`src/rtl/lif_pkg.sv`:
```
`default_nettype none
// ============================================================================
// Module  : lif_pkg
// Brief   : Shared widths, FSM state encoding and all-ones constants for the
//           LIF spike-rate / inter-spike-interval monitor.
// Revision: 1.0 - initial release
// ============================================================================
package lif_pkg;

    localparam int unsigned c_CNT_W_DEF = 8;
    localparam int unsigned c_WIN_W_DEF = 16;

    // One-bit state encoding with named codes
    typedef logic [0:0] state_t;
    localparam state_t c_ST_IDLE = 1'b0;
    localparam state_t c_ST_RUN  = 1'b1;

    // All-ones values at the default widths ("no interval seen" / saturation)
    localparam logic [c_CNT_W_DEF-1:0] c_CNT_ALL_ONES = {c_CNT_W_DEF{1'b1}};
    localparam logic [c_WIN_W_DEF-1:0] c_WIN_ALL_ONES = {c_WIN_W_DEF{1'b1}};

endpackage : lif_pkg
`default_nettype wire

```
`src/rtl/lif_sat_counter.sv`:
```
`default_nettype none
// ============================================================================
// Module  : lif_sat_counter
// Brief   : Up-counter that sticks at all-ones; clear has priority over inc.
// Revision: 1.0 - initial release
// ============================================================================
module lif_sat_counter
    import lif_pkg::*;
#(
    parameter int unsigned W = c_CNT_W_DEF
) (
    input  logic         clk,
    input  logic         rst_n,
    input  logic         inc,
    input  logic         clr,
    output logic [W-1:0] q,
    output logic         sat
);

    logic [W-1:0] r_q;
    logic         w_sat;

    assign w_sat = &r_q;
    assign q     = r_q;
    assign sat   = w_sat;

    // Count register: clear wins, increment stops once all bits are set
    always_ff @(posedge clk or negedge rst_n) begin
        if (!rst_n) begin
            r_q <= '0;
        end else if (clr) begin
            r_q <= '0;
        end else if (inc && !w_sat) begin
            r_q <= r_q + 1'b1;
        end
    end

endmodule : lif_sat_counter
`default_nettype wire

```
`src/rtl/lif_spike_monitor.sv`:
```
`default_nettype none
// ============================================================================
// Module  : lif_spike_monitor
// Brief   : Counts neuron spikes over a programmable window and reports the
//           per-window rate with a valid strobe; tracks last/min inter-spike
//           interval.
// Revision: 1.0 - initial release
// ============================================================================
module lif_spike_monitor
    import lif_pkg::*;
#(
    parameter int unsigned CNT_W = c_CNT_W_DEF,
    parameter int unsigned WIN_W = c_WIN_W_DEF
) (
    input  logic             clk,
    input  logic             rst_n,
    input  logic             en,
    input  logic             clear,
    input  logic             spike,
    input  logic [WIN_W-1:0] win_cycles,
    output logic [CNT_W-1:0] rate,
    output logic             rate_valid,
    output logic [WIN_W-1:0] isi_last,
    output logic [WIN_W-1:0] isi_min,
    output logic             busy
);

    state_t           r_state;
    state_t           w_state_nxt;
    logic [WIN_W-1:0] r_win_len;
    logic [WIN_W-1:0] r_win_cnt;
    logic [WIN_W-1:0] w_win_len_in;
    logic             w_run;
    logic             w_win_end;
    logic             w_win_start;

    logic [CNT_W-1:0] w_spk_q;
    logic             w_spk_sat;
    logic [CNT_W-1:0] w_rate_final;
    logic [CNT_W-1:0] r_rate;
    logic             r_rate_valid;

    logic [WIN_W-1:0] w_isi_q;
    logic             w_isi_sat;
    logic [WIN_W-1:0] w_isi_val;
    logic [WIN_W-1:0] r_isi_last;
    logic [WIN_W-1:0] r_isi_min;
    logic             r_seen;

    assign w_run        = (r_state == c_ST_RUN);
    // A zero-length window behaves as a one-cycle window
    assign w_win_len_in = (win_cycles == '0) ? WIN_W'(1) : win_cycles;
    // Last window cycle; clear or a dropped enable suppresses the strobe
    assign w_win_end    = w_run & en & ~clear & (r_win_cnt == r_win_len - WIN_W'(1));
    // Any event that (re)starts a window relatches the length
    assign w_win_start  = (~w_run & en) | w_win_end | clear;

    // State register
    always_ff @(posedge clk or negedge rst_n) begin
        if (!rst_n) begin
            r_state <= c_ST_IDLE;
        end else begin
            r_state <= w_state_nxt;
        end
    end

    // Next state: enable alone moves between idle and run
    always_comb begin
        w_state_nxt = r_state;
        case (r_state)
            c_ST_IDLE: if (en)  w_state_nxt = c_ST_RUN;
            c_ST_RUN:  if (!en) w_state_nxt = c_ST_IDLE;
            default:            w_state_nxt = c_ST_IDLE;
        endcase
    end

    // Window length latch and position counter
    always_ff @(posedge clk or negedge rst_n) begin
        if (!rst_n) begin
            r_win_len <= WIN_W'(1);
            r_win_cnt <= '0;
        end else if (w_win_start) begin
            r_win_len <= w_win_len_in;
            r_win_cnt <= '0;
        end else if (w_run && en) begin
            r_win_cnt <= r_win_cnt + 1'b1;
        end
    end

    // Spike counter: held at zero outside an active window
    lif_sat_counter #(.W(CNT_W)) u_spk_cnt (
        .clk   (clk),
        .rst_n (rst_n),
        .inc   (w_run & en & spike),
        .clr   (clear | ~w_run | ~en | w_win_end),
        .q     (w_spk_q),
        .sat   (w_spk_sat)
    );

    // The last-cycle spike is folded in here because the counter clears on that edge
    assign w_rate_final = w_spk_sat ? w_spk_q : (w_spk_q + CNT_W'(spike));

    // Rate output and its one-cycle strobe
    always_ff @(posedge clk or negedge rst_n) begin
        if (!rst_n) begin
            r_rate       <= '0;
            r_rate_valid <= 1'b0;
        end else begin
            r_rate_valid <= w_win_end;
            if (w_win_end) begin
                r_rate <= w_rate_final;
            end
        end
    end

    // Inter-spike counter: runs whenever enabled, restarts on each spike
    lif_sat_counter #(.W(WIN_W)) u_isi_cnt (
        .clk   (clk),
        .rst_n (rst_n),
        .inc   (en),
        .clr   (clear | (en & spike)),
        .q     (w_isi_q),
        .sat   (w_isi_sat)
    );

    // Interval including the spike cycle itself, saturating
    assign w_isi_val = w_isi_sat ? w_isi_q : (w_isi_q + 1'b1);

    // ISI statistics: first spike after reset/clear only arms the tracker
    always_ff @(posedge clk or negedge rst_n) begin
        if (!rst_n) begin
            r_seen     <= 1'b0;
            r_isi_last <= '0;
            r_isi_min  <= '1;
        end else if (clear) begin
            r_seen    <= 1'b0;
            r_isi_min <= '1;
        end else if (en && spike) begin
            r_seen <= 1'b1;
            if (r_seen) begin
                r_isi_last <= w_isi_val;
                if (w_isi_val < r_isi_min) begin
                    r_isi_min <= w_isi_val;
                end
            end
        end
    end

    assign rate       = r_rate;
    assign rate_valid = r_rate_valid;
    assign isi_last   = r_isi_last;
    assign isi_min    = r_isi_min;
    assign busy       = w_run;

endmodule : lif_spike_monitor
`default_nettype wire

```
`config.mk`:
```
export PLATFORM = sky130hd
export DESIGN_NAME = lif_spike_monitor
export DESIGN_NICKNAME = d
export VERILOG_FILES = /design/src/rtl/lif_pkg.sv /design/src/rtl/lif_sat_counter.sv /design/src/rtl/lif_spike_monitor.sv
export SDC_FILE = /design/constraint.sdc
export NUM_CORES = 1
export LEC_CHECK = 0
export BUFFER_PORTS_ARGS = -buffer_cell sky130_fd_sc_hd__buf_2
export CORE_ASPECT_RATIO = 0.5
export CORE_MARGIN = 4
export CORE_UTILIZATION = 54
export CTS_BUF_LIST = sky130_fd_sc_hd__clkbuf_4 sky130_fd_sc_hd__clkbuf_8 sky130_fd_sc_hd__clkbuf_16
export CTS_CLUSTER_DIAMETER = 60
export DETAILED_ROUTE_END_ITERATION = 12
export GPL_TIMING_DRIVEN = 0
export PLACE_DENSITY = 0.83
export RECOVER_POWER = 25
export SETUP_SLACK_MARGIN = 0.2
export SYNTH_ARGS = -nofsm -noshare
export SYNTH_HDL_FRONTEND = slang
export SYNTH_SLANG_ARGS = --single-unit
```
`constraint.sdc`:
```
create_clock -name clk -period 3.8 [get_ports clk]
set_input_delay 0.76 -clock clk [delete_from_list [all_inputs] [get_ports clk]]
set_output_delay 0.76 -clock clk [all_outputs]
set_load 0.005 [all_outputs]
```
==> impl_results.md <==
* Status: finished, violations left
* Failing checks: max-capacitance violations, max-slew violations
* Yosys warns at 0
* Area grow syn2layout at 19.2%
* Worst-case clock buffer depth at 2
* CTS clk-pin slew, worst paths at 0.07 ns
* Flop2flop setup slack at 0.29 ns
* RSZ-0062 raised after global routing: no
* CP arrival at ~3.8 ns
* CTS tree: done
* Yosys top cell by area: dfrtp_1
* Flop and latch count out of synthesis at 99
* Final Cycle Share at 0.922
* Via count at roughly 4800
* TritonCTS Buffers at 9
* Port bufs at slightly above 60
* First-pass GRT wire length at 22800 um
* Root Buffer: clkbuf_16
* Worst-skew pair later-pin latency at about 0.35 ns
* Slew @ Worst Pin at between 1.5 and 2 ns
* Clock Skews at 0.0117 ns
* Reg2Reg Depth at 15
* Adder-Cell Fraction of Synth Area at 0.0452
* # fillers at around 800
* Synth Net Count at 629
* Via-per-instance ratio at a little under 6
* # rows at 26
* Drt first-iter violations at roughly 380
* Crit end category: register
* Post-route design area at 0.00693 mm^2
* Reg2reg end: isi_min[11]$_DFFE_PN1P_
* Final hold vios at 0
* Post-Synth XOR/XNOR Area at 0.0932
* Cts hold-fix bufs at 0
* Die Y at between 80 and 90 um
* Main synth FF type: dfrtp_1
* # IOs at 63
* WS Path Type: reg2reg
* Dominant cells by area after synthesis: dfrtp_1 35%, dfstp_2 7.7%, xor2_1 4.8%, ha_1 4.5%, nor2_1 4.5%
* Die W at 155 um
* Pin count of the biggest net entering global routing at 71
* Post-synth EDFFs at 0
* Grt ovf at 0
* # clock sinks at a little under 100
* Starting Density at 0.562
* CP endpoint: isi_min[11]$_DFFE_PN1P_
* Hold Startpoint: isi_last[0]$_DFFE_PN0P_
* Top Metal Used: met4
* # DRC at 0
* Peak Freq at roughly 0.29 GHz
* Hold_ws at around 0.48 ns
* Met1 wire length at roughly 6200 um
* Final core occ at 0.670
* Most frequent cells in the layout: 78 x dfrtp_1, 68 x nor2_1, 62 x buf_2, 44 x nand2_1, 32 x xor2_1
* Final slew viol count at 30
* Hold crit path type: reg2reg
* Synth Cell Area at between 0.005 and 0.006 mm^2
* Crit-path max FO at 10
* Reg2reg start: u_isi_cnt.q[11]$_DFFE_PN0P_
* Post-synthesis compound-gate area fraction at 0.0904
* Met2 wire len at between 6000 and 7000 um
* DRT Pass-1 Iters at 5
* Core ar. at about 0.010 mm^2
* DRT Wirelength at about 14000 um
* Max Cap Viol at 1
* Met3 WL at approximately 900 um
* Top cell type's share of synthesized area at 0.353
* Total power at ~2.3 mW
* Commonest non-fill, non-tap cell in the layout: dfrtp_1
* Initial antenna violation count at 0
* CP Launch Type: register
* Die area at between 0.01 and 0.015 mm^2
* H-tree levels at 3
* Post-Syn Instances at approximately 590
* Post-synthesis simple-gate area fraction at 0.220
* Critical path data required time at 4.08 ns
* ANT nets after route at 0
* Vias in the first global route at approximately 4600
* Largest family of logic cells by synthesized area: simple AND/OR/NAND/NOR gates
* Avg WL per Cell at ~17 um
* LEAKAGE at between 3 and 4 nW
* Fin crit period at roughly 3.5 ns
* Peak VDD IR at ~200 uV
* Dpl cell area at 0.00633 mm^2
* Final Wtd Congestion at between 0.8 and 0.9
* ANT cells at 0
* Mux contribution to synthesized area at 0.0790
* Register area share after synthesis at 0.430
* Syn Area/Cell at between 9 and 10 um^2
* Final setup fails at 0
* Slew HR at -0.126
* PD cells at 333 mW/mm^2
* Final Net Count at ~720
* Post-synthesis async set-or-reset flop share at 1.00
* Setup crit start: u_isi_cnt.q[11]$_DFFE_PN0P_
* Share of layout cells above drive strength 1 at 0.297
* Synth unique cells at 63
* GRT Total Usage at 0.227
* Detailed Place HPWL at 9790 um
[state kept, by name (all words and copies together) (netlist names)]
| register | count |
|---|---|
| rate_valid | 1 |
| r_seen | 1 |
| isi_min | 16 |
| u_spk_cnt.q | 8 |
| busy | 1 |
| rate | 8 |
| r_win_cnt | 16 |
| u_isi_cnt.q | 16 |
| isi_last | 16 |
| r_win_len | 16 |
[synthesized netlist by cell type (2+ instances only)]
master     n
or3_1      4
nor3_2    16
and3_1    13
nor4_1     6
o211ai_1   2
nor2_1    69
and4_1     2
nand3_1   28
buf_2      3
nand2b_1   4
o21ai_0   18
mux2i_1    5
o21a_1     4
xor2_1    32
or2_2      3
a41oi_1    3
xnor2_1   28
clkbuf_1  18
nor3_1    15
nand3b_1   2
mux2_1     4
a21o_1     9
or4_1      3
dfrtp_1   82
ha_1      21
o31ai_1    2
a21oi_1   31
buf_6      4
nor2b_1    2
a211oi_1   2
mux2_2    19
a311oi_1   2
nand4b_1   2
dfstp_2   17
nand4_1    9
a31o_2     2
nand2_1   45
inv_1     21
mux2_4    10
nor4_2     2
[repair_timing]
item | in CTS | in global routing
gates resized for setup | 18 | 26
setup endpoints to repair | 16 | 16
buffers inserted | 6 | 12
pin swaps | 1 | 7
[cell type report]
type                       instances  area [um^2]  share of cell area
buffer                            28          203              0.0293
clock buffer                      11          240              0.0347
clock inverter                     5         55.1             0.00795
inverter                          21         78.8              0.0114
multi-input combinational        439         3200               0.462
sequential                        99         2500               0.361
tap                              140          175              0.0253
timing repair buffer              81          472              0.0681
[report_power, final]
group / leakage [nW] / internal [mW] / total [mW] / switching (mW)
Clock: 0.142 / 0.523 / 0.917 / 0.394
Sequential: 1.28 / 1.09 / 1.13 / 0.0389
Combinational: 1.97 / 0.111 / 0.258 / 0.147
[per-stage QoR]
step / worst slack (ns) / cells / TNS [ns]
3_5_place_dp: -0.286 / 790 / -4.31
4_1_cts: 0.202 / 812 / 0
6_report: 0.295 / 824 / 0
3_3_place_gp: -0.259 / 789 / -3.75
2_1_floorplan: 0.227 / 587 / 0
5_1_grt: 0.168 / 824 / 0
[kinds of logic after synthesis]
logic type,after synthesis
AOI/OAI and AO/OA,84
xor gates and xnor gates,61
and+or+nand+nor,235
DFF,99
buffers and inverters,49
adders and majority gates,21
muxes,38
[worst min-delay path by stage]
stage | to | slack (ns) | cells after the start
6_report | isi_last[0]$_DFFE_PN0P_ | 0.48 | 2
5_1_grt | rate[4]$_DFFE_PN0P_ | 0.50 | 2
4_1_cts | u_isi_cnt.q[15]$_DFFE_PN0P_ | 0.35 | 1
3_5_place_dp | isi_last[0]$_DFFE_PN0P_ | 0.47 | 2
3_3_place_gp | rate[6]$_DFFE_PN0P_ | 0.46 | 2
2_1_floorplan | busy$_DFF_PN0_ | 0.46 | 0
[worst max-delay path, stage by stage (launching register included)]
cell       delay (ns)
dfrtp_1          0.40
nand4_1          0.19
or4_4            0.58
buf_6            0.14
buf_4            0.13
mux2_2           0.31
ha_1             0.28
o21a_1           0.16
o21a_1           0.15
o21ai_0          0.14
a2111oi_0        0.08
or3_1            0.37
buf_6            0.14
buf_12           0.15
nor3_2           0.15
a21oi_2          0.05
[routing by layer]
layer	vias to the layer above	GRT usage
met1	2355	0.299
met3	33	0.0442
met2	202	0.390
met5	-	0
met4	0	0.0590
li1	2232	-
(Power assumes the default switching activity.)
